[src/rtl/cpu_pkg.sv]
// cpu_pkg
// Shared definitions for the 16-bit Harvard core: opcode constants (also used
// by the opcode decoder), the sequencer state encoding and the pc_src mux
// select encodings.
package cpu_pkg;

  localparam logic [2:0] OP_ADD  = 3'b000;
  localparam logic [2:0] OP_SUB  = 3'b001;
  localparam logic [2:0] OP_ADDI = 3'b010;
  localparam logic [2:0] OP_LW   = 3'b011;
  localparam logic [2:0] OP_SW   = 3'b100;
  localparam logic [2:0] OP_BEQ  = 3'b101;
  localparam logic [2:0] OP_JMP  = 3'b110;
  localparam logic [2:0] OP_HALT = 3'b111;

  localparam logic [1:0] PC_SRC_NEXT   = 2'b00;
  localparam logic [1:0] PC_SRC_BRANCH = 2'b01;
  localparam logic [1:0] PC_SRC_JUMP   = 2'b10;

  typedef enum logic [2:0] {
    S_IDLE   = 3'd0,
    S_FETCH  = 3'd1,
    S_DECODE = 3'd2,
    S_EXEC   = 3'd3,
    S_MEM    = 3'd4,
    S_WB     = 3'd5,
    S_HALT   = 3'd6
  } seq_state_t;

  // Loads and stores are the only instructions that visit the MEM state.
  function automatic logic is_mem_op(input logic [2:0] op);
    return (op == OP_LW) || (op == OP_SW);
  endfunction

endpackage

[src/rtl/mem_wait_timer.sv]
// mem_wait_timer
// Counts the cycles a memory request has been waiting for its ack and flags
// expiry on the last permitted cycle. Only one request is ever outstanding, so
// a single counter serves both instruction and data memory.
// Ports:
//   clk     rising-edge clock
//   reset   synchronous active-high reset
//   active  a request is currently outstanding
//   ack     the ack matching the outstanding request
//   expire  this is the final wait cycle and no ack arrived
module mem_wait_timer #(
  parameter int MEM_TIMEOUT = 15
) (
  input  logic clk,
  input  logic reset,
  input  logic active,
  input  logic ack,
  output logic expire
);

  localparam logic [7:0] LAST_WAIT = 8'(MEM_TIMEOUT - 1);

  logic [7:0] count_q;

  // The counter sits at zero whenever no request is pending, so every entry
  // into a waiting state starts a fresh count. An ack also clears it, which
  // covers back-to-back requests (MEM straight into FETCH).
  always_ff @(posedge clk) begin
    if (reset || !active || ack) begin
      count_q <= '0;
    end else begin
      count_q <= count_q + 8'd1;
    end
  end

  // An ack on the final cycle wins over the timeout.
  assign expire = active && !ack && (count_q == LAST_WAIT);

endmodule

[src/rtl/cpu_sequencer.sv]
// cpu_sequencer
// Multi-cycle instruction sequencer: steps each instruction through
// FETCH, DECODE, EXEC, MEM and WB, handshakes with imem/dmem and produces the
// per-cycle datapath enables. Requests that see no ack within MEM_TIMEOUT
// cycles set the sticky err flag and park the sequencer in HALT.
// Parameters: MEM_TIMEOUT (1..255 wait cycles), CNT_W (perf counter width).
// Ports:
//   clk, reset                 clock, synchronous active-high reset
//   run                        permit new instruction fetches
//   instr                      imem word, opcode in instr[15:13]
//   imem_req / imem_ack        instruction fetch handshake
//   dmem_req / dmem_we / ack   data access handshake, dmem_we=1 for stores
//   zero                       ALU zero flag, used by beq in EXEC
//   ir_we, alu_en, reg_we      IR load, ALU result load, regfile write
//   pc_we, pc_src              PC update strobe and next-PC select
//   halted, err                in HALT, sticky memory-timeout flag
//   cycle_cnt, retired_cnt     performance counters
// Configuration macro: SEQ_PERF_COUNT_EN enables the performance counters;
// when undefined both counter ports read 0 and no counter logic is built.
module cpu_sequencer
  import cpu_pkg::*;
#(
  parameter int MEM_TIMEOUT = 15,
  parameter int CNT_W       = 32
) (
  input  logic             clk,
  input  logic             reset,
  input  logic             run,
  input  logic [15:0]      instr,
  output logic             imem_req,
  input  logic             imem_ack,
  output logic             dmem_req,
  output logic             dmem_we,
  input  logic             dmem_ack,
  input  logic             zero,
  output logic             ir_we,
  output logic             alu_en,
  output logic             reg_we,
  output logic             pc_we,
  output logic [1:0]       pc_src,
  output logic             halted,
  output logic             err,
  output logic [CNT_W-1:0] cycle_cnt,
  output logic [CNT_W-1:0] retired_cnt
);

  seq_state_t state_q, state_d;
  logic [2:0] opcode_q;
  logic       err_q;
  logic       wait_active;
  logic       wait_ack;
  logic       wait_expire;
  logic       unused_instr_bits;

  // Only the opcode field matters here; the rest of the word feeds the datapath.
  assign unused_instr_bits = ^instr[12:0];

  // Timer inputs come straight from the state register so the timer never
  // forms a loop with the next-state logic that consumes its expire flag.
  assign wait_active = (state_q == S_FETCH) || (state_q == S_MEM);
  assign wait_ack    = (state_q == S_FETCH) ? imem_ack :
                       (state_q == S_MEM)   ? dmem_ack : 1'b0;

  mem_wait_timer #(
    .MEM_TIMEOUT(MEM_TIMEOUT)
  ) u_wait_timer (
    .clk    (clk),
    .reset  (reset),
    .active (wait_active),
    .ack    (wait_ack),
    .expire (wait_expire)
  );

  // State, latched opcode and the sticky error flag.
  always_ff @(posedge clk) begin
    if (reset) begin
      state_q  <= S_IDLE;
      opcode_q <= OP_ADD;
      err_q    <= 1'b0;
    end else begin
      state_q <= state_d;
      if (ir_we) begin
        opcode_q <= instr[15:13];
      end
      if (wait_expire) begin
        err_q <= 1'b1;
      end
    end
  end

  // Next-state and strobe generation. The ack-qualified strobes are Mealy so
  // a zero-wait access completes in its first request cycle.
  always_comb begin
    state_d  = state_q;
    imem_req = 1'b0;
    dmem_req = 1'b0;
    dmem_we  = 1'b0;
    ir_we    = 1'b0;
    alu_en   = 1'b0;
    reg_we   = 1'b0;
    pc_we    = 1'b0;
    pc_src   = PC_SRC_NEXT;
    halted   = 1'b0;

    case (state_q)
      S_IDLE: begin
        if (run) begin
          state_d = S_FETCH;
        end
      end

      S_FETCH: begin
        imem_req = 1'b1;
        if (imem_ack) begin
          ir_we   = 1'b1;
          state_d = S_DECODE;
        end else if (wait_expire) begin
          state_d = S_HALT;
        end
      end

      S_DECODE: begin
        state_d = (opcode_q == OP_HALT) ? S_HALT : S_EXEC;
      end

      S_EXEC: begin
        alu_en = 1'b1;
        if (is_mem_op(opcode_q)) begin
          state_d = S_MEM;
        end else if ((opcode_q == OP_BEQ) || (opcode_q == OP_JMP)) begin
          pc_we = 1'b1;
          if (opcode_q == OP_JMP) begin
            pc_src = PC_SRC_JUMP;
          end else if (zero) begin
            pc_src = PC_SRC_BRANCH;
          end
          state_d = run ? S_FETCH : S_IDLE;
        end else begin
          state_d = S_WB;
        end
      end

      S_MEM: begin
        dmem_req = 1'b1;
        dmem_we  = (opcode_q == OP_SW);
        if (dmem_ack) begin
          if (opcode_q == OP_SW) begin
            pc_we   = 1'b1;
            state_d = run ? S_FETCH : S_IDLE;
          end else begin
            state_d = S_WB;
          end
        end else if (wait_expire) begin
          state_d = S_HALT;
        end
      end

      S_WB: begin
        reg_we  = 1'b1;
        pc_we   = 1'b1;
        state_d = run ? S_FETCH : S_IDLE;
      end

      S_HALT: begin
        halted = 1'b1;
      end

      default: begin
        state_d = S_IDLE;
      end
    endcase

    // A reset in progress cancels any pending access at once rather than
    // letting it complete on the reset edge.
    if (reset) begin
      imem_req = 1'b0;
      dmem_req = 1'b0;
      dmem_we  = 1'b0;
      ir_we    = 1'b0;
      alu_en   = 1'b0;
      reg_we   = 1'b0;
      pc_we    = 1'b0;
      pc_src   = PC_SRC_NEXT;
    end
  end

  assign err = err_q;

`ifdef SEQ_PERF_COUNT_EN
  logic [CNT_W-1:0] cycle_q;
  logic [CNT_W-1:0] retired_q;

  // Active cycles are those spent anywhere but IDLE or HALT; every PC update
  // marks exactly one retired instruction. Both wrap naturally.
  always_ff @(posedge clk) begin
    if (reset) begin
      cycle_q   <= '0;
      retired_q <= '0;
    end else begin
      if ((state_q != S_IDLE) && (state_q != S_HALT)) begin
        cycle_q <= cycle_q + CNT_W'(1);
      end
      if (pc_we) begin
        retired_q <= retired_q + CNT_W'(1);
      end
    end
  end

  assign cycle_cnt   = cycle_q;
  assign retired_cnt = retired_q;
`else
  assign cycle_cnt   = '0;
  assign retired_cnt = '0;
`endif

endmodule

[config.mk]
export PLATFORM = sky130hd
export DESIGN_NAME = cpu_sequencer
export DESIGN_NICKNAME = d
export VERILOG_FILES = /design/src/rtl/cpu_pkg.sv /design/src/rtl/mem_wait_timer.sv /design/src/rtl/cpu_sequencer.sv
export SDC_FILE = /design/constraint.sdc
export NUM_CORES = 1
export LEC_CHECK = 0
export BUFFER_PORTS_ARGS = -buffer_cell sky130_fd_sc_hd__buf_2
export CORE_MARGIN = 1
export CORE_UTILIZATION = 45
export CTS_CLUSTER_DIAMETER = 30
export DETAILED_ROUTE_END_ITERATION = 6
export GPL_TIMING_DRIVEN = 0
export PLACE_DENSITY = 0.92
export SYNTH_ARGS = -nofsm -noshare
export SYNTH_HDL_FRONTEND = slang
export SYNTH_SLANG_ARGS = --single-unit
export TNS_END_PERCENT = 10
[constraint.sdc]
create_clock -name clk -period 2.54 [get_ports clk]
set_clock_uncertainty 0.15 [all_clocks]
set_input_delay 0.508 -clock clk [delete_from_list [all_inputs] [get_ports clk]]
set_output_delay 0.508 -clock clk [all_outputs]
set_load 0.01 [all_outputs]
# Word-level counts from Yosys, hierarchy flattened
# Index checks and enable logic that the tools add are counted.
# op_classes
n_eq_ne	13
multipliers	0
shift	0
n_div	0
n_addsub	1
mux	38
bitwise_logic	1
reduce_logical	11
n_lt_le_gt_ge	0
# op_table
cell	n
3-bit two-way mux	8
1-bit two-way mux	23
3-bit equality test, second input constant	7
3-bit case mux with 7 select lines	1
2-bit two-way mux	5
3-bit by 2-bit equality test with 1-bit output, second input constant	3
8-bit by 1-bit adder with 8-bit output, second input constant	1
8-bit by 4-bit equality test with 1-bit output, second input constant	1
1-bit logical OR	5
3-bit by 1-bit equality test with 1-bit output, second input constant	1
3-bit logical NOT	1
1-bit case mux with 3 select lines	1
1-bit logical AND	2
1-bit logical NOT	2
2-bit inequality test, second input constant	1
2-bit AND reduction	1
1-bit inverter	1
# totals
n_memories	0
output_inout_bits	75
inputBits	22
latch_bits	0
mem_bits_ro	0
ramBits	0
wordCells	68
register_bits	15

# Longest topological paths before layout
# Gate-level depths: netlist of run 1.
# logic_depth
ltp_word	9
ltp_mapped	6
depth_no_buf	5

# Cells and area by module
# From an unflattened synthesis of run 1, not the netlist that was laid out.
# hier_totals
hier_cells	187
hier_area_um2	1453.9
# by_module_without_submodules
module	seq_area_each_um2	n_inst	area_per_inst_um2	cells_per_inst
cpu_sequencer	140.1	1	1096.1	147
mem_wait_timer	160.2	1	357.8	40

# Worst setup path before layout of run 1
# No wires, ideal clock.
# synth_path
path_type	reg-to-output
from	register state_q[0]
to	output port pc_we
path_slack_ns	0.567
stages_incl_launch_ff	5
t_arrival_ns	1.315
path_buffers	1
required_time_ns	1.882
cell_sequence	dfxtp_1 -> clkbuf_1 -> nand3b_1 -> o32a_1 -> nor2_1
# synth_between
elab_chain_cells	3
elab_cells_between_ends	5
classes_between	eq/ne: 3; mux: 2
# synth_lines
item	line	rtl
from (decl)	cpu_sequencer.sv:47	seq_state_t state_q, state_d;
from (signal assigned)	cpu_sequencer.sv:81	state_q <= state_d;
3-bit equality test / 3-bit by 2-bit equality test with 1-bit output (equally long branches)	cpu_sequencer.sv:105	case (state_q)
1-bit case mux with 3 select lines *	cpu_sequencer.sv:105	
1-bit two-way mux *	cpu_sequencer.sv:175	if (reset) begin
to (decl)	cpu_sequencer.sv:39	output logic pc_we,
# Every way passes the cells marked *; elsewhere a longest branch is shown, timed or not.

# Worst setup path after layout of run 1
# layout_path
from	register opcode_q[0]
to	output port pc_we
# layout_between
elab_chain_cells	6
elab_cells_between_ends	12
classes_between	eq/ne: 4; mux: 6; reduce/logical: 2
# layout_lines
item	line	rtl
from (decl)	cpu_sequencer.sv:48	logic [2:0] opcode_q;
from (signal assigned)	cpu_sequencer.sv:83	opcode_q <= instr[15:13];
3-bit equality test	cpu_sequencer.sv:130	end else if ((opcode_q == OP_BEQ) || (opcode_q == OP_JMP)) begin
1-bit logical OR	cpu_sequencer.sv:130	
1-bit two-way mux	cpu_sequencer.sv:130	
1-bit two-way mux	cpu_sequencer.sv:128	if (is_mem_op(opcode_q)) begin
1-bit case mux with 3 select lines *	cpu_sequencer.sv:105	
1-bit two-way mux *	cpu_sequencer.sv:175	
# Marked as above.

==> flow_summary.toml, run 1 <==
[clocking]
clock-sinks = 15
clkTransAtPathRegs_ns = 0.08
worst_skew_pair.late_latency_ns = 0.28
cts_tree = "built"
post_cts_buffers = 0
cts_buffer_depth = 2
htreeDepth = 1
numCtsBuffers = 3
cts_resized = 0
cts-root-buf = "clkbuf_4"
ctsHoldBuffers = 0

[power]
ir_worst_vdd_uv = 299
p_leak_nw = 0.954
power_density_nw_per_um2 = 322
power.total_w = 0.000571

[drt]
ant_nets = 0
drt_iter0_drc = 36
viasPerCell = 4.07
drtPass1Iterations = 6
routedWlPerCell_um = 7.86
num_vias = 1183
drc = 6
drt-total-wl_um = 2290

[synth]
seq_area_frac_synth_pct = 21.7
synth_area_per_cell_um2 = 7.83
ys_warn_count = 0
synth_seq_cells = 15
netlist_area_um2 = 1390
synth_cell_types = 39
synth_cells = 177

[sta]
hold_viol = 0
setup_tns_ns = 0
drv_slew = 0
period_needed_ns = 2.28
max_freq_mhz = 439
rsz0062_at_grt = "false"
timing.hold.ws_ns = 0.311
finalSetupViolations = 0
finalCritPeriodShare_pct = 89.7

[final_layout]
antennaDiodeCount = 0
utilization_pct = 62.6
area_delta_synth_final_pct = 27.9
fin_nets = 285
drive_gt1_share_pct = 37.3

[place]
port_buffers = 18
routabilityCongestion = 0.859
hpwl_um = 1930

[min_path]
whs_endpoint = "opcode_q[0]$_SDFFE_PP0P_"
whs_path_depth = 3
hp-class = "in -> reg"
worstHoldStart = "instr[13]"

[run_status]
run_status = "finished, violations left"
violations = "DRC"

[die]
num_rows = 19
core-area_um2 = 2830
fp.dieW_um = 57.5
die_h_um = 57.5
die_area_um2 = 3300
start_util_pct = 49.0
ios = 97

[global_routing]
grt-ovfl-total = 0
grt_usage_pct = 13.5
grt_pass1_wl_um = 3500
grt_pass1_vias = 833
grt_max_degree = 11
antenna_found_initial = 0

[critical_path]
reg2regPathDepth = 6
rr_startpoint = "state_q[0]$_SDFFE_PP0P_"
critical_path_arrival_ns = 1.62
crit_start = "opcode_q[0]$_SDFFE_PP0P_"
r2r_slack_ns = 0.78
crit_required_ns = 1.88
critical_path_class = "reg -> out"
r2r-end = "u_wait_timer.count_q[6]$_SDFF_PP0_"
crit_fanout = 9
worst_setup_path_end_kind = "primary output"
startpoint_type = "flop"

[run]
drv_cap = 0
-- cell families (layout without fill, tap and decap cells) --
kind of cell,count (synthesis),in the layout,synth area share [%]
buffers and inverters,79,99,39.1
DFF,15,15,21.7
adders and majority gates,3,3,2.53
other,1,64,0.271
and+or+nand+nor,48,48,19.2
xor gates and xnor gates,7,7,4.43
muxes,3,3,2.17
AOI/OAI and AO/OA,21,21,10.7
-- metrics by stage --
stage	area [um2]	worst slack, ns	cells
6_report	1770	0.261	291
5_1_grt	1770	0.0695	291
4_1_cts	1780	0.0385	293
3_3_place_gp	1750	0.367	289
3_5_place_dp	1750	0.349	289
2_1_floorplan	1620	0.567	240
-- final cells by class --
cell class,count,area (um2)
multi-input combinational,146,779
clock buffer,4,26.3
fill,268,1060
sequential,15,302
timing repair buffer,18,90.1
tap,31,38.8
buffer,72,517
inverter,5,18.8
-- layout by cell type (no fill, tap or decap), types with 2 or more instances in the layout --
cell type  synthesis  final
a21oi_1            5      5
a31oi_1            4      4
buf_2              1     19
buf_4             65     65
clkbuf_1           8      6
clkbuf_4           0      3
conb_1             1     64
dfxtp_1           15     14
ha_1               2      2
inv_1              5      5
mux2i_1            3      3
nand2_1            2      2
nand2b_1           3      3
nand3_1            3      3
nand3b_1           3      3
nand4_1            3      3
nor2_1            14     14
nor2_2             7      7
nor3_1             4      4
nor4_1             2      2
o21ai_0            3      3
xnor2_1            3      3
xor2_1             4      4
-- registers in the layout, indices dropped and copies added, names as in the netlist --
signal / flops
err: 1
opcode_q: 3
state_q: 3
u_wait_timer.count_q: 8
-- cells in the mapped netlist --
cell      instances  area, um2
inv_1             5       18.8
buf_2             1       5.00
a31oi_1           4       25.0
and4b_1           1       10.0
nor3_1            4       20.0
o221ai_1          1       8.76
a21oi_1           5       25.0
o32a_1            1       10.0
o32ai_2           1       16.3
a211o_1           1       8.76
o21a_1            1       7.51
xor2_1            4       35.0
ha_1              2       25.0
nor3b_1           1       7.51
o22ai_1           1       6.26
nand3b_1          3       22.5
nor4_1            2       12.5
nand2b_1          3       18.8
and2_1            1       6.26
xnor2_1           3       26.3
a211oi_1          1       7.51
nor2_2            7       43.8
nand4_1           3       18.8
o21ai_0           3       15.0
maj3_1            1       10.0
nor2_1           14       52.6
o31a_1            1       8.76
and3_1            1       6.26
dfxtp_1          15        300
nand3_1           3       15.0
nand4b_1          1       8.76
conb_1            1       3.75
mux2i_1           3       30.0
o32ai_1           1       8.76
or3b_1            1       8.76
buf_4            65        488
clkbuf_1          8       30.0
nand2_1           2       7.51
nor2b_1           1       6.26
-- routing by layer --
| metal | part of all wire (%) | wire length [um] | GRT usage [%] |
|---|---|---|---|
| met1 | 41 | 929 | 17.8 |
| met2 | 49 | 1120 | 20.3 |
| met3 | 9.1 | 208 | 3.40 |
| met4 | 1.0 | 24 | 6.97 |
| met5 | 0 | 0 | 0 |
-- how the worst max path moves through the flow --
stage / endpoint / cells past startpoint / slack, ns
2_1_floorplan: pc_we / 4 / 0.57
3_3_place_gp: pc_we / 5 / 0.37
3_5_place_dp: pc_we / 5 / 0.35
4_1_cts: pc_we / 5 / 0.04
5_1_grt: pc_we / 5 / 0.07
6_report: pc_we / 6 / 0.26
-- power by group --
| group | internal, W | switching [W] |
|---|---|---|
| registers | 0.000241 | 0.00000802 |
| logic | 0.0000933 | 0.0000963 |
| clock network | 0.0000609 | 0.0000710 |
-- critical path, stage by stage, from the launching register on --
cell and delay, ns:
dfxtp_1 0.31, clkbuf_1 0.32, nor2_1 0.13, a31oi_1 0.24, o32a_1 0.16, nor2_1 0.03
buf_2 0.15
No activity file was read; power rests on OpenSTA's default activity.
==> run 2: changes to the inputs <==
Settings changed: GPL_TIMING_DRIVEN 0 to default.
==> run 2 against run 1 <==
- the run still ends with DRC left
- core utilization shrank 18 points
- die area is the same
- flip-flop and latch count is the same
- non-clock buffer count shrank 71
- power shrank 13%
==> flow_summary.toml, run 2 (same netlist as run 1, synthesis figures left out) <==
[sta]
max_freq_mhz = 422
timing.hold.ws_ns = 0.309
finalSetupViolations = 0
hold_viol = 0
fin_ws_ns = 0.172
rsz0062_at_grt = "false"
drv_slew = 0
period_needed_ns = 2.37
finalCritPeriodShare_pct = 93.2
setup_tns_ns = 0

[place]
port_buffers = 19
routabilityCongestion = 0.888
placed_cells_incl_taps = 216
hpwl_um = 1600
dp_slack_ns = 0.494
postPlaceCellArea_um2 = 1230

[global_routing]
grt_util_met2_pct = 20.1
grt_pass1_vias = 740
grt_pass1_wl_um = 3170
grt_max_degree = 18
use_met3_pct = 2.72
grt-ovfl-total = 0
top_usage_layer = "met2"
grtUsageMet1_pct = 14.7
antenna_found_initial = 0
grt_usage_pct = 12.5

[critical_path]
crit_family = "flip-flops"
startpoint_type = "flop"
crit_fanout = 13
crit_slowest_cell = "dfxtp_1"
cp_cell_sequence = "nand3b_1, o32a_1, nor2_1, buf_2"
slowest_delay_ns = 0.56
critical_path_class = "reg -> out"
critical_path_arrival_ns = 1.71
crit_required_ns = 1.88
worst_setup_path_end_kind = "primary output"
crit_buf_inv = 1

[final_layout]
instances_no_fill = 220
fillers = 299
final_cell_mix = "conb_1 (64), buf_2 (19), dfxtp_1 (15), nor2_1 (14), nor2_2 (7)"
drive_gt1_share_pct = 15.9
area_delta_synth_final_pct = -9.12
largest-register = "u_wait_timer.count_q"
fin_area_um2 = 1260
top_regs = "u_wait_timer.count_q (8), opcode_q (3), state_q (3)"
largest_reg_flops = 8
antennaDiodeCount = 0
fin_nets = 214
mostFrequentLayoutCell = "conb_1"

[drt]
drt-total-wl_um = 2110
ant_nets = 0
viasPerCell = 4.52
routedWlPerCell_um = 9.60
num_vias = 994
drt_iter0_drc = 24
drc = 6
drtPass1Iterations = 6

[clocking]
numCtsBuffers = 3
post_cts_buffers = 0
clock-sinks = 15
ctsHoldBuffers = 0
cts_tree = "built"
worst_skew_pair.late_latency_ns = 0.29
cts_buffer_depth = 2
htreeDepth = 1
cts_resized = 0
cts-root-buf = "clkbuf_4"
clkTransAtPathRegs_ns = 0.09

[die]
core-area_um2 = 2830
die_h_um = 57.5
ios = 97
num_rows = 19
start_util_pct = 49.0
die_area_um2 = 3300
fp.dieW_um = 57.5

[power]
p_leak_nw = 0.591
power_density_nw_per_um2 = 394
ir_worst_vdd_uv = 242

[run_status]
violations = "DRC"
run_status = "finished, violations left"

[min_path]
hp-class = "in -> reg"

[run]
drv_cap = 0
==> run 2: changes by cell type in the layout (fill, tap and decap cells not counted), sizes merged <==
| cell | delta |
|---|---|
| buf | -65 |
| clkbuf | -6 |
==> run 2: worst paths after layout <==
path | startpoint | end | slack, ns | depth (start not counted)
setup / recovery | state_q[0]$_SDFFE_PP0P_ | pc_we | 0.17 | 4
hold / removal | instr[15] | opcode_q[2]$_SDFFE_PP0P_ | 0.31 | 3
setup reg to reg | state_q[0]$_SDFFE_PP0P_ | u_wait_timer.count_q[6]$_SDFF_PP0_ | 0.54 | 4
hold reg to reg | err$_SDFFE_PP0P_ | err$_SDFFE_PP0P_ | 0.35 | 2
==> run 2: area by class of cell <==
class	instances	area, um2	share of cell area, %
Tap cell	31	38.8	3.08
Clock buffer	4	26.3	2.09
Inverter	5	18.8	1.49
Multi-Input combinational cell	146	779	61.9
Timing Repair Buffer	19	95.1	7.55
Sequential cell	15	300	23.9
==> run 2: report_power, final <==
part	total (W)	internal [W]	switching, W
Clock	0.000137	0.0000611	0.0000764
Sequential	0.000256	0.000241	0.0000148
Combinational	0.000103	0.0000265	0.0000763
==> run 2: metal layers <==
layer,vias to the layer above,wire length (um)
met5,-,0
met4,0,59
met3,7,139
met2,50,1020
met1,450,898
li1,487,-
==> run 2: worst min-delay path: cells and delay by family <==
| family | cells | cell delay [ns] |
|---|---|---|
| and+or+nand+nor | 1 | 0.08 |
| muxes | 1 | 0.05 |
| buffers and inverters | 1 | 0.07 |
==> run 2: through the flow <==
stage,utilization (%),total power (W)
3_3_place_gp,43.6,0.000358
5_1_grt,44.5,0.000530
2_1_floorplan,-,0.000419
3_5_place_dp,43.6,0.000361
4_1_cts,44.5,0.000494
6_report,44.5,0.000496
